File: src/rtl/load_store_unit_if.sv
// Core request/response and byte-lane RAM port bundle for load_store_unit.
// Handshakes: a request transfers on a clk_en edge with i_req_valid & o_req_ready; a response with o_rsp_valid & i_rsp_ready.
interface load_store_unit_if #(
  parameter int ADDR_WIDTH = 31,
  parameter int DATA_WIDTH = 31
);
  logic                  i_req_valid;
  logic                  o_req_ready;
  logic                  i_req_store;
  logic [2:0]            i_req_funct3;
  logic [31:0]           i_req_addr;
  logic [31:0]           i_req_wdata;

  logic                  o_rsp_valid;
  logic                  i_rsp_ready;
  logic [31:0]           o_rsp_rdata;
  logic                  o_rsp_err;

  logic                  o_ram_read_req;
  logic [ADDR_WIDTH:0]   o_ram_read_addr;
  logic [DATA_WIDTH:0]   i_ram_read_data;
  logic                  o_ram_write_enable;
  logic [3:0]            o_ram_byte_enable;
  logic [ADDR_WIDTH:0]   o_ram_write_addr;
  logic [DATA_WIDTH:0]   o_ram_write_data;

  modport slave (
    input  i_req_valid, i_req_store, i_req_funct3, i_req_addr, i_req_wdata,
    output o_req_ready,
    output o_rsp_valid, o_rsp_rdata, o_rsp_err,
    input  i_rsp_ready,
    output o_ram_read_req, o_ram_read_addr,
    input  i_ram_read_data,
    output o_ram_write_enable, o_ram_byte_enable, o_ram_write_addr, o_ram_write_data
  );

  modport master (
    output i_req_valid, i_req_store, i_req_funct3, i_req_addr, i_req_wdata,
    input  o_req_ready,
    input  o_rsp_valid, o_rsp_rdata, o_rsp_err,
    output i_rsp_ready,
    input  o_ram_read_req, o_ram_read_addr,
    output i_ram_read_data,
    input  o_ram_write_enable, o_ram_byte_enable, o_ram_write_addr, o_ram_write_data
  );
endinterface

File: src/rtl/load_store_unit.sv
// RV32I load/store sequencer in front of a byte-lane RAM with one-cycle registered reads.
// Optional macro LSU_ALIGN_CHECK_EN: misaligned/illegal requests get an error response instead of being coerced.
module load_store_unit #(
  parameter int ADDR_WIDTH = 31,
  parameter int DATA_WIDTH = 31
) (
  input  logic                 clk,
  input  logic                 rst,
  input  logic                 clk_en,
  load_store_unit_if.slave     bus,
  output logic [1:0]           dbg_state
);
  localparam int AW1 = ADDR_WIDTH + 1;

  // Debug encoding: 0 IDLE, 1 ISSUE, 2 WAIT, 3 RESP.
  typedef enum logic [1:0] {
    IDLE  = 2'd0,
    ISSUE = 2'd1,
    WAIT  = 2'd2,
    RESP  = 2'd3
  } state_t;

  state_t              state;
  logic                r_store;
  logic [2:0]          r_funct3;
  logic [1:0]          r_lane;
  logic                req_ready;
  logic                rsp_valid;
  logic                rsp_err;
  logic [31:0]         rsp_rdata;
  logic                ram_read_req;
  logic                ram_write_enable;
  logic [3:0]          ram_be;
  logic [ADDR_WIDTH:0] ram_addr;
  logic [31:0]         ram_wdata;

  logic                illegal;
  logic                is_half;
  logic                is_word;
  logic                req_err;
  logic [2:0]          eff_f3;
  logic [31:0]         eff_addr;
  logic [3:0]          req_be;
  logic [31:0]         req_wdata;
  logic [ADDR_WIDTH:0] req_word_addr;

  // Request decode; without the check, illegal funct3 falls back to word and low address bits are dropped.
  always_comb begin
    illegal = bus.i_req_store ? (bus.i_req_funct3 > 3'd2)
                              : ((bus.i_req_funct3 == 3'd3) || (bus.i_req_funct3[2:1] == 2'b11));
    eff_f3   = illegal ? 3'b010 : bus.i_req_funct3;
    is_half  = (eff_f3[1:0] == 2'b01);
    is_word  = (eff_f3[1:0] == 2'b10);
    eff_addr = bus.i_req_addr;
`ifdef LSU_ALIGN_CHECK_EN
    req_err = illegal || (is_half && bus.i_req_addr[0]) ||
              (is_word && (bus.i_req_addr[1:0] != 2'b00));
`else
    req_err = 1'b0;
    if (is_word) begin
      eff_addr[1:0] = 2'b00;
    end else if (is_half) begin
      eff_addr[0] = 1'b0;
    end
`endif
    case (eff_f3[1:0])
      2'b00: begin
        req_be    = 4'b0001 << eff_addr[1:0];
        req_wdata = {4{bus.i_req_wdata[7:0]}};
      end
      2'b01: begin
        req_be    = eff_addr[1] ? 4'b1100 : 4'b0011;
        req_wdata = {2{bus.i_req_wdata[15:0]}};
      end
      default: begin
        req_be    = 4'b1111;
        req_wdata = bus.i_req_wdata;
      end
    endcase
    req_word_addr = AW1'(eff_addr >> 2);
  end

  logic [31:0] rd_word;
  logic [7:0]  ld_byte;
  logic [15:0] ld_half;
  logic [31:0] ld_val;

  always_comb begin
    rd_word = bus.i_ram_read_data;
    case (r_lane)
      2'd0:    ld_byte = rd_word[7:0];
      2'd1:    ld_byte = rd_word[15:8];
      2'd2:    ld_byte = rd_word[23:16];
      default: ld_byte = rd_word[31:24];
    endcase
    ld_half = r_lane[1] ? rd_word[31:16] : rd_word[15:0];
    case (r_funct3)
      3'b000:  ld_val = {{24{ld_byte[7]}}, ld_byte};
      3'b001:  ld_val = {{16{ld_half[15]}}, ld_half};
      3'b100:  ld_val = {24'd0, ld_byte};
      3'b101:  ld_val = {16'd0, ld_half};
      default: ld_val = rd_word;
    endcase
  end

  always_ff @(posedge clk or negedge rst) begin
    if (!rst) begin
      state            <= IDLE;
      r_store          <= 1'b0;
      r_funct3         <= 3'd0;
      r_lane           <= 2'd0;
      req_ready        <= 1'b1;
      rsp_valid        <= 1'b0;
      rsp_err          <= 1'b0;
      rsp_rdata        <= 32'd0;
      ram_read_req     <= 1'b0;
      ram_write_enable <= 1'b0;
      ram_be           <= 4'd0;
      ram_addr         <= '0;
      ram_wdata        <= 32'd0;
    end else if (clk_en) begin
      case (state)
        IDLE: begin
          if (bus.i_req_valid) begin
            r_store   <= bus.i_req_store;
            r_funct3  <= eff_f3;
            r_lane    <= eff_addr[1:0];
            ram_addr  <= req_word_addr;
            ram_be    <= req_be;
            ram_wdata <= req_wdata;
            rsp_rdata <= 32'd0;
            rsp_err   <= req_err;
            req_ready <= 1'b0;
            if (req_err) begin
              rsp_valid <= 1'b1;
              state     <= RESP;
            end else begin
              ram_write_enable <= bus.i_req_store;
              ram_read_req     <= !bus.i_req_store;
              state            <= ISSUE;
            end
          end
        end
        ISSUE: begin
          ram_read_req     <= 1'b0;
          ram_write_enable <= 1'b0;
          if (r_store) begin
            rsp_valid <= 1'b1;
            state     <= RESP;
          end else begin
            state <= WAIT;
          end
        end
        WAIT: begin
          // Read data is valid exactly here because the RAM froze along with us.
          rsp_rdata <= ld_val;
          rsp_valid <= 1'b1;
          state     <= RESP;
        end
        default: begin
          if (bus.i_rsp_ready) begin
            rsp_valid <= 1'b0;
            req_ready <= 1'b1;
            state     <= IDLE;
          end
        end
      endcase
    end
  end

  assign bus.o_req_ready        = req_ready;
  assign bus.o_rsp_valid        = rsp_valid;
  assign bus.o_rsp_rdata        = rsp_rdata;
  assign bus.o_rsp_err          = rsp_err;
  assign bus.o_ram_read_req     = ram_read_req;
  assign bus.o_ram_read_addr    = ram_addr;
  assign bus.o_ram_write_enable = ram_write_enable;
  assign bus.o_ram_byte_enable  = ram_be;
  assign bus.o_ram_write_addr   = ram_addr;
  assign bus.o_ram_write_data   = ram_wdata;
  assign dbg_state              = state;
endmodule

File: src/flat_wrapper.sv
// flat-port wrapper written by rule: the top's interface ports become plain ports
module load_store_unit_flat 
#(
  parameter int ADDR_WIDTH = 31,
  parameter int DATA_WIDTH = 31
)
  (clk, rst, clk_en, dbg_state, bus_i_req_valid, bus_i_req_store, bus_i_req_funct3, bus_i_req_addr, bus_i_req_wdata, bus_o_req_ready, bus_o_rsp_valid, bus_o_rsp_rdata, bus_o_rsp_err, bus_i_rsp_ready, bus_o_ram_read_req, bus_o_ram_read_addr, bus_i_ram_read_data, bus_o_ram_write_enable, bus_o_ram_byte_enable, bus_o_ram_write_addr, bus_o_ram_write_data);
  load_store_unit_if #(.ADDR_WIDTH(ADDR_WIDTH), .DATA_WIDTH(DATA_WIDTH)) bus_i ();
  input  logic clk;
  input  logic rst;
  input  logic clk_en;
  output logic [1:0] dbg_state;
  input wire logic [$bits(bus_i.i_req_valid)-1:0] bus_i_req_valid;
  input wire logic [$bits(bus_i.i_req_store)-1:0] bus_i_req_store;
  input wire logic [$bits(bus_i.i_req_funct3)-1:0] bus_i_req_funct3;
  input wire logic [$bits(bus_i.i_req_addr)-1:0] bus_i_req_addr;
  input wire logic [$bits(bus_i.i_req_wdata)-1:0] bus_i_req_wdata;
  output wire logic [$bits(bus_i.o_req_ready)-1:0] bus_o_req_ready;
  output wire logic [$bits(bus_i.o_rsp_valid)-1:0] bus_o_rsp_valid;
  output wire logic [$bits(bus_i.o_rsp_rdata)-1:0] bus_o_rsp_rdata;
  output wire logic [$bits(bus_i.o_rsp_err)-1:0] bus_o_rsp_err;
  input wire logic [$bits(bus_i.i_rsp_ready)-1:0] bus_i_rsp_ready;
  output wire logic [$bits(bus_i.o_ram_read_req)-1:0] bus_o_ram_read_req;
  output wire logic [$bits(bus_i.o_ram_read_addr)-1:0] bus_o_ram_read_addr;
  input wire logic [$bits(bus_i.i_ram_read_data)-1:0] bus_i_ram_read_data;
  output wire logic [$bits(bus_i.o_ram_write_enable)-1:0] bus_o_ram_write_enable;
  output wire logic [$bits(bus_i.o_ram_byte_enable)-1:0] bus_o_ram_byte_enable;
  output wire logic [$bits(bus_i.o_ram_write_addr)-1:0] bus_o_ram_write_addr;
  output wire logic [$bits(bus_i.o_ram_write_data)-1:0] bus_o_ram_write_data;
  assign bus_i.i_req_valid = bus_i_req_valid;
  assign bus_i.i_req_store = bus_i_req_store;
  assign bus_i.i_req_funct3 = bus_i_req_funct3;
  assign bus_i.i_req_addr = bus_i_req_addr;
  assign bus_i.i_req_wdata = bus_i_req_wdata;
  assign bus_o_req_ready = bus_i.o_req_ready;
  assign bus_o_rsp_valid = bus_i.o_rsp_valid;
  assign bus_o_rsp_rdata = bus_i.o_rsp_rdata;
  assign bus_o_rsp_err = bus_i.o_rsp_err;
  assign bus_i.i_rsp_ready = bus_i_rsp_ready;
  assign bus_o_ram_read_req = bus_i.o_ram_read_req;
  assign bus_o_ram_read_addr = bus_i.o_ram_read_addr;
  assign bus_i.i_ram_read_data = bus_i_ram_read_data;
  assign bus_o_ram_write_enable = bus_i.o_ram_write_enable;
  assign bus_o_ram_byte_enable = bus_i.o_ram_byte_enable;
  assign bus_o_ram_write_addr = bus_i.o_ram_write_addr;
  assign bus_o_ram_write_data = bus_i.o_ram_write_data;
  load_store_unit #(.ADDR_WIDTH(ADDR_WIDTH), .DATA_WIDTH(DATA_WIDTH)) u_core (.clk(clk), .rst(rst), .clk_en(clk_en), .bus(bus_i), .dbg_state(dbg_state));
endmodule
File: config.mk
export PLATFORM = sky130hd
export DESIGN_NAME = load_store_unit_flat
export DESIGN_NICKNAME = d
export VERILOG_FILES = /design/src/rtl/load_store_unit_if.sv /design/src/rtl/load_store_unit.sv /design/src/flat_wrapper.sv
export SDC_FILE = /design/constraint.sdc
export NUM_CORES = 1
export LEC_CHECK = 0
export CAP_MARGIN = 30
export CORE_UTILIZATION = 38
export DETAILED_ROUTE_END_ITERATION = 12
export GPL_TIMING_DRIVEN = 0
export PLACE_DENSITY_LB_ADDON = 0.3
export SLEW_MARGIN = 5
export SYNTH_ARGS = -nofsm -noshare
export SYNTH_HDL_FRONTEND = slang
export SYNTH_SLANG_ARGS = --single-unit
File: constraint.sdc
create_clock -name clk -period 2.4 [get_ports clk]
set_input_delay 0.36 -clock clk [delete_from_list [all_inputs] [get_ports clk]]
set_output_delay 0.36 -clock clk [all_outputs]
set_load 0.005 [all_outputs]
Word-level counts from Yosys, hierarchy flattened
Index checks and enable logic that the tools add are counted.
Widths: inputs -> output; s select.
- $lt $le $gt $ge: 1
- bitwise logic cells: 2
- shift operators: 1
- reduce and logical (&&, ||, !) cells: 18
- equal/unequal tests: 13
- muxes and demuxes: 27
- operators by type and width (cell ; count):
    $pmux 32 s2 ; 2
    $pmux 32 s4 ; 1
    $mux 32 ; 1
    $pmux 8 s3 ; 1
    $mux 16 ; 1
    $reduce_and 3->1 ; 4
    $mux 1 ; 11
    $eq 2x2->1 const B ; 4
    $pmux 4 s2 ; 1
    $reduce_and 4->1 ; 2
    $eq 2x1->1 const B ; 3
    $eq 3x3->1 const B ; 2
    $logic_not 2->1 ; 3
    $pmux 1 s2 ; 3
    $pmux 2 s3 ; 1
    $reduce_bool 2->1 ; 3
    $mux 2 ; 2
    $mux 4 ; 1
    $reduce_bool 4->1 ; 1
    $shl 1x2->4 const A ; 1
    $eq 3x1->1 const B ; 1
    $eq 3x2->1 const B ; 1
    $gt 3x2->1 const B ; 1
    $logic_not 3->1 ; 1
    9 further kinds ; 10
- bits in registers: 110
- output and inout bits: 139
- bits of input ports: 105
- logic and storage cells: 74

Depth between registers and ports, before layout
Gate-level depths: netlist of the first run.
- word-level depth: 9
- depth in mapped cells: 8
- mapped depth without buffers: 6

Worst setup path before layout of the first run
Ideal clock, no wire load.
- path type: register to register
- from: register u_core.state[1], in the netlist u_core.dbg_state[1]
- to: register u_core.rsp_rdata[21], in the netlist u_core.bus.o_rsp_rdata[21]
- arrival time: 1.773 ns
- path slack: 0.562 ns
- cell stages (with the launch flop): 8
- library setup time: 0.064 ns
- period minus slack after synthesis: 1.838 ns
- buffers on the path: 2
- cells stage by stage: dfrtp_1 inv_1 ha_1 buf_2 mux2_2 nand2_1 buf_1 a221o_2
- longest elaborated chain between the ends: 3
- ends and longest elaborated chain (what ; RTL line ; source):
    from (decl) ; load_store_unit.sv:23 ; state_t state;
    from (signal assigned) ; load_store_unit.sv:108 ; state <= IDLE;
    from (signal assigned) ; load_store_unit.sv:136 ; state <= RESP;
    from (signal assigned) ; load_store_unit.sv:140 ; state <= ISSUE;
    $eq 2x2->1 / $logic_not 2->1 (equally long branches) ; load_store_unit.sv:122 ; case (state)
    $reduce_bool 2->1 (no line) / $ne 2x2->1 (equally long branches) ; - ;
    $reduce_and 3->1 (no line) ; - ;
    to (signal assigned) ; load_store_unit.sv:156 ; rsp_rdata <= ld_val;
    to (decl) ; load_store_unit.sv:30 ; logic [31:0] rsp_rdata;
Parallel ways exist; a longest one is shown, timed or not.
A chain may end at the register's enable or synchronous reset.

Final worst setup path of the first run
- from: register u_core.state[0], in the netlist u_core.dbg_state[0]
- to: register u_core.rsp_rdata[19], in the netlist u_core.bus.o_rsp_rdata[19]
The elaborated chain is that of the path after synthesis.

==> report_table.html, run 1 <==
<table>
<tr><th>Metric</th><th>Value</th></tr>
<tr><th colspan="2">Run status</th></tr>
<tr><td>Status</td><td>finished clean</td></tr>
<tr><th colspan="2">Timing</th></tr>
<tr><td>PnR worst setup slack</td><td>0.170 ns</td></tr>
<tr><td>Post-route fraction of the period consumed by the critical path</td><td>92.9%</td></tr>
<tr><td>Final hold violation count</td><td>0</td></tr>
<tr><td>Fin crit period</td><td>2.23 ns</td></tr>
<tr><td>Max Freq</td><td>0.448 GHz</td></tr>
<tr><td>Setup repair after global routing missed its margin</td><td>false</td></tr>
<tr><td>Min Hold Slack</td><td>0.387 ns</td></tr>
<tr><td>Number of endpoints failing setup at the final stage</td><td>0</td></tr>
<tr><td>Transition time at the pin with the least slew margin</td><td>0.570 ns</td></tr>
<tr><td>Worst clock skew</td><td>0.00702 ns</td></tr>
<tr><td>Number of slew-limit violations in the final report</td><td>0</td></tr>
<tr><td>Worst slew margin</td><td>62.0%</td></tr>
<tr><th colspan="2">Routing</th></tr>
<tr><td>DRT iter0 DRCs</td><td>326</td></tr>
<tr><td>Routed WL</td><td>17000 µm</td></tr>
<tr><td>Remaining number of nets flagged by the antenna check after routing</td><td>0</td></tr>
<tr><td>Vias after detailed routing</td><td>5104</td></tr>
<tr><td>Number of detailed-routing iterations run before antenna repair</td><td>5</td></tr>
<tr><td>Number of remaining DRC errors</td><td>0</td></tr>
<tr><td>DR WL/cell</td><td>16.8 µm</td></tr>
<tr><td>Via density per instance</td><td>5.04</td></tr>
<tr><th colspan="2">Hold path</th></tr>
<tr><td>Destination of the worst hold path</td><td>u_core.dbg_state[1]</td></tr>
<tr><td>Worst Min Path Start</td><td>bus_i_req_valid</td></tr>
<tr><td>Instance count along the most critical hold path</td><td>3</td></tr>
<tr><td>Hold Path Class</td><td>in2reg</td></tr>
<tr><th colspan="2">Power and ir drop</th></tr>
<tr><td>Proportion of power drawn by combinational gates</td><td>49.4%</td></tr>
<tr><td>Lkg Pwr</td><td>3.70 nW</td></tr>
<tr><td>Sequential share of power</td><td>34.1%</td></tr>
<tr><td>Pwr/cell area</td><td>1170 mW/mm²</td></tr>
<tr><td>Switching Share</td><td>32.4%</td></tr>
<tr><td>Internal portion of total power</td><td>6.58 mW</td></tr>
<tr><td>Clock network fraction of total power</td><td>16.4%</td></tr>
<tr><td>IR drop worst, VDD</td><td>0.710 mV</td></tr>
<tr><td>Reported net switching power</td><td>3.15 mW</td></tr>
<tr><th colspan="2">Clocking</th></tr>
<tr><td>Number of levels the H-tree was split into</td><td>3</td></tr>
<tr><td>PostCTS Resize Cnt</td><td>0</td></tr>
<tr><td>Number of buffers created by CTS</td><td>9</td></tr>
<tr><td>Largest buffer count on any clock path</td><td>2</td></tr>
<tr><td>Number of buffers added for setup after CTS</td><td>0</td></tr>
<tr><td>CTS tree</td><td>done</td></tr>
<tr><td>Post-CTS Hold Fix Bufs</td><td>1</td></tr>
<tr><td>Number of clock sinks seen by CTS</td><td>110</td></tr>
<tr><td>Clock Latency Late Sink</td><td>0.36 ns</td></tr>
<tr><td>Clock tree root buffer cell</td><td>clkbuf_16</td></tr>
<tr><td>Clk slew on worst S/H paths</td><td>0.07 ns</td></tr>
<tr><th colspan="2">Floorplan</th></tr>
<tr><td>Top-Level Pins</td><td>244</td></tr>
<tr><td>Die span in x</td><td>121 µm</td></tr>
<tr><td>Die footprint</td><td>0.0146 mm²</td></tr>
<tr><td>Core footprint</td><td>0.0138 mm²</td></tr>
<tr><td>Initial core utilization</td><td>38.8%</td></tr>
<tr><td>Placement Rows</td><td>43</td></tr>
<tr><td>Chip height</td><td>121 µm</td></tr>
<tr><th colspan="2">Synth</th></tr>
<tr><td>Sequential fraction of the synthesis area</td><td>51.3%</td></tr>
<tr><td>Netlist Area Pre-Place</td><td>0.00537 mm²</td></tr>
<tr><td>Post-synth top area share</td><td>50.8%</td></tr>
<tr><td>Number of warnings printed during yosys synthesis</td><td>0</td></tr>
<tr><td>Most instantiated library cell after synthesis</td><td>nand2_1</td></tr>
<tr><td>Synth Instances</td><td>573</td></tr>
<tr><td>Dominant synthesized flop cell</td><td>dfrtp_1</td></tr>
<tr><td>Post-synth EDFFs</td><td>0</td></tr>
<tr><td>Async set-or-reset flop fraction in the synthesized netlist</td><td>100%</td></tr>
<tr><td>Synthesized area per cell</td><td>9.37 µm²</td></tr>
<tr><td>Ranking of synthesized cells by area</td><td>dfrtp_1 51%, nand2_1 11%, buf_4 4.9%, o21ai_0 3.8%, mux2i_1 3.0%</td></tr>
<tr><td>Most frequent cells after synthesis</td><td>161 x nand2_1, 109 x dfrtp_1, 41 x o21ai_0</td></tr>
<tr><td>Flops &amp; latches, synth</td><td>110</td></tr>
<tr><td>Number of unique standard cell types used by synthesis</td><td>45</td></tr>
<tr><td>Synth area leader</td><td>dfrtp_1</td></tr>
<tr><th colspan="2">Worst setup path</th></tr>
<tr><td>Endpoint type of the worst setup path</td><td>register</td></tr>
<tr><td>Delay of the slowest cell on the worst path</td><td>0.46 ns</td></tr>
<tr><td>Critical Path Start Type</td><td>register</td></tr>
<tr><td>Reg2reg path depth</td><td>7</td></tr>
<tr><td>Data arrival time of the critical path</td><td>2.52 ns</td></tr>
<tr><td>Cell breakdown of the critical path</td><td>inv_1 -&gt; ha_1 -&gt; nand2b_1 -&gt; nand3_1 -&gt; nor2_1 -&gt; clkbuf_1 -&gt; a221o_2</td></tr>
<tr><td>Data required, critical path</td><td>2.69 ns</td></tr>
<tr><td>Setup slack of the most critical reg-to-reg path</td><td>0.17 ns</td></tr>
<tr><td>Endpoint of the most critical register-to-register path</td><td>u_core.bus.o_rsp_rdata[19]</td></tr>
<tr><td>Worst-path maximum fanout</td><td>10</td></tr>
<tr><td>Crit Path Class</td><td>reg2reg</td></tr>
<tr><td>Cell with the largest stage delay on the worst path</td><td>nor2_1</td></tr>
<tr><td>Startpoint of the most critical register-to-register path</td><td>u_core.dbg_state[0]</td></tr>
<tr><th colspan="2">Final layout</th></tr>
<tr><td>Final core utilization</td><td>60.3%</td></tr>
<tr><td>Register area</td><td>0.00275 mm²</td></tr>
<tr><td>Antenna diode instance count</td><td>0</td></tr>
<tr><td>Area occupied by multi-input gates</td><td>0.00217 mm²</td></tr>
<tr><td>Share of cells above drive strength 1</td><td>10.3%</td></tr>
<tr><td>Filler cell count</td><td>1161</td></tr>
<tr><td>Layout Nets</td><td>936</td></tr>
<tr><td>Relative area change from synthesis to final layout</td><td>55.3%</td></tr>
<tr><th colspan="2">Placement</th></tr>
<tr><td>DPL Wire Length</td><td>12900 µm</td></tr>
<tr><td>Pre-CTS WS</td><td>-0.0490 ns</td></tr>
<tr><td>IO Port Bufs</td><td>237</td></tr>
<tr><td>GPL Wtd Cong</td><td>0.854</td></tr>
<tr><th colspan="2">Flow run</th></tr>
<tr><td>Max-cap violation count</td><td>0</td></tr>
<tr><th colspan="2">Global route</th></tr>
<tr><td>Largest net degree at the start of global routing</td><td>72</td></tr>
<tr><td>Total congestion overflow after global routing</td><td>0</td></tr>
<tr><td>First-pass GRT wire length</td><td>26100 µm</td></tr>
<tr><td>Overall track demand over capacity in global routing</td><td>23.3%</td></tr>
<tr><td>Initial antenna violation count</td><td>0</td></tr>
<tr><td>Vias in the first global route</td><td>4967</td></tr>
</table>
[power groups by stage]
stage	Sequential (mW)	Clock, mW	Combinational [mW]
final	3.32	1.60	4.81
after global routing	3.42	1.70	5.24
after CTS	3.32	1.62	4.85
after detailed placement	3.34	0	4.82
after global placement	3.30	0	4.70
after floorplan	3.29	0	1.99
[worst max-delay path, delay by kind of cell, from the launching register on]
family	cells	cell delay, ns
AOI/OAI and AO/OA	1	0.23
buffers and inverters	2	0.49
adders and majority gates	1	0.22
and+or+nand+nor	3	0.79
DFF	1	0.43
[placed cells by master, fill, tap and decap left out, types with 2 or more instances in the layout]
cell type | Yosys | final
o22ai_1 | 3 | 3
o32ai_1 | 2 | 2
ha_1 | 4 | 4
clkbuf_1 | 26 | 28
mux2_2 | 13 | 13
bufinv_16 | 0 | 2
o31ai_1 | 2 | 2
dfrtp_1 | 109 | 109
nand3_1 | 2 | 2
buf_1 | 3 | 3
mux2i_1 | 16 | 16
a22o_1 | 7 | 7
a21oi_1 | 20 | 20
o21a_1 | 4 | 4
and3_1 | 3 | 3
a221oi_1 | 3 | 3
clkbuf_16 | 0 | 9
o21ai_0 | 41 | 41
a221o_1 | 6 | 6
nor2_1 | 27 | 27
clkinvlp_4 | 0 | 2
clkdlybuf4s50_1 | 0 | 236
nand2_1 | 161 | 161
nor3_1 | 7 | 7
buf_4 | 35 | 35
nand2b_1 | 12 | 12
a32o_1 | 8 | 8
buf_2 | 7 | 7
buf_6 | 1 | 2
a221o_2 | 10 | 10
a31oi_1 | 13 | 13
conb_1 | 1 | 5
inv_1 | 11 | 11
[worst max path at each step]
stage / endpoint / startpoint / cells past startpoint
3_5_place_dp: u_core.bus.o_ram_byte_enable[1] / clk_en / 6
3_3_place_gp: u_core.bus.o_ram_write_data[27] / rst / 1
4_1_cts: u_core.bus.o_rsp_rdata[27] / u_core.dbg_state[1] / 7
6_report: u_core.bus.o_rsp_rdata[19] / u_core.dbg_state[0] / 7
2_1_floorplan: u_core.bus.o_rsp_rdata[21] / u_core.dbg_state[1] / 7
5_1_grt: u_core.bus.o_rsp_rdata[20] / u_core.dbg_state[0] / 7
[kinds of logic (layout without fill, tap and decap cells)]
| family | Yosys count | after routing | share of synthesized area [%] |
|---|---|---|---|
| and+or+nand+nor | 217 | 217 | 16.4 |
| AOI/OAI and AO/OA | 128 | 128 | 17.0 |
| DFF | 110 | 110 | 51.3 |
| buffers and inverters | 84 | 339 | 8.62 |
| muxes | 29 | 29 | 5.71 |
| adders and majority gates | 4 | 4 | 0.932 |
| other | 1 | 5 | 0.0698 |
[routing by layer]
layer,global-route usage [%],wire [µm]
met5,0,0
met2,40.3,8440
met4,5.02,106
met3,8.18,1500
met1,27.8,6950
[cell type report]
type                            count  share of cell area [%]
Sequential cell                   110                    33.0
Timing Repair Buffer              239                    28.9
Multi-Input combinational cell    383                    26.0
Buffer                             72                    5.01
Clock buffer                       11                    2.79
Tap cell                          180                    2.70
Clock inverter                      5                    1.01
Inverter                           12                   0.540
[metrics by stage]
| step | TNS (ns) | instances | power, mW | area [µm²] |
|---|---|---|---|---|
| final | 0 | 1012 | 9.73 | 8340 |
| after global routing | 0 | 1012 | 10.4 | 8340 |
| after CTS | 0 | 1012 | 9.79 | 8340 |
| after detailed placement | -0.293 | 995 | 8.16 | 8010 |
| after global placement | -347.31 | 994 | 8.00 | 7980 |
| after floorplan | 0 | 577 | 5.28 | 5390 |
[flip-flops by register name, summed over array words and instances (netlist names)]
signal	cells
u_core.bus.o_ram_write_data	32
u_core.bus.o_req_ready	1
u_core.bus.o_ram_read_req	1
u_core.dbg_state	2
u_core.r_funct3	3
u_core.bus.o_ram_byte_enable	4
u_core.bus.o_ram_read_addr	30
u_core.r_lane	2
u_core.r_store	1
u_core.bus.o_rsp_rdata	32
u_core.bus.o_ram_write_enable	1
u_core.bus.o_rsp_valid	1
Note: power is estimated with default switching activity, not from simulation.
==> run 2, diff against run 1 <==
==> constraint.sdc (replaced) <==
create_clock -name clk -period 2.85 [get_ports clk]
set_input_delay 0.4275 -clock clk [delete_from_list [all_inputs] [get_ports clk]]
set_output_delay 0.4275 -clock clk [all_outputs]
set_load 0.005 [all_outputs]
==> results of run 2 <==
Same layout as run 1 (identical final DEF). Status: finished clean.
Among the figures that moved: setup slack after placement -0.0490 ns -> 0.333 ns; setup slack after layout 0.170 ns -> 0.620 ns; hold slack 0.387 ns -> 0.454 ns; register-to-register setup slack 0.17 ns -> 0.62 ns; total power 9.73 mW -> 8.19 mW; worst IR drop on VDD 0.710 mV -> 0.598 mV
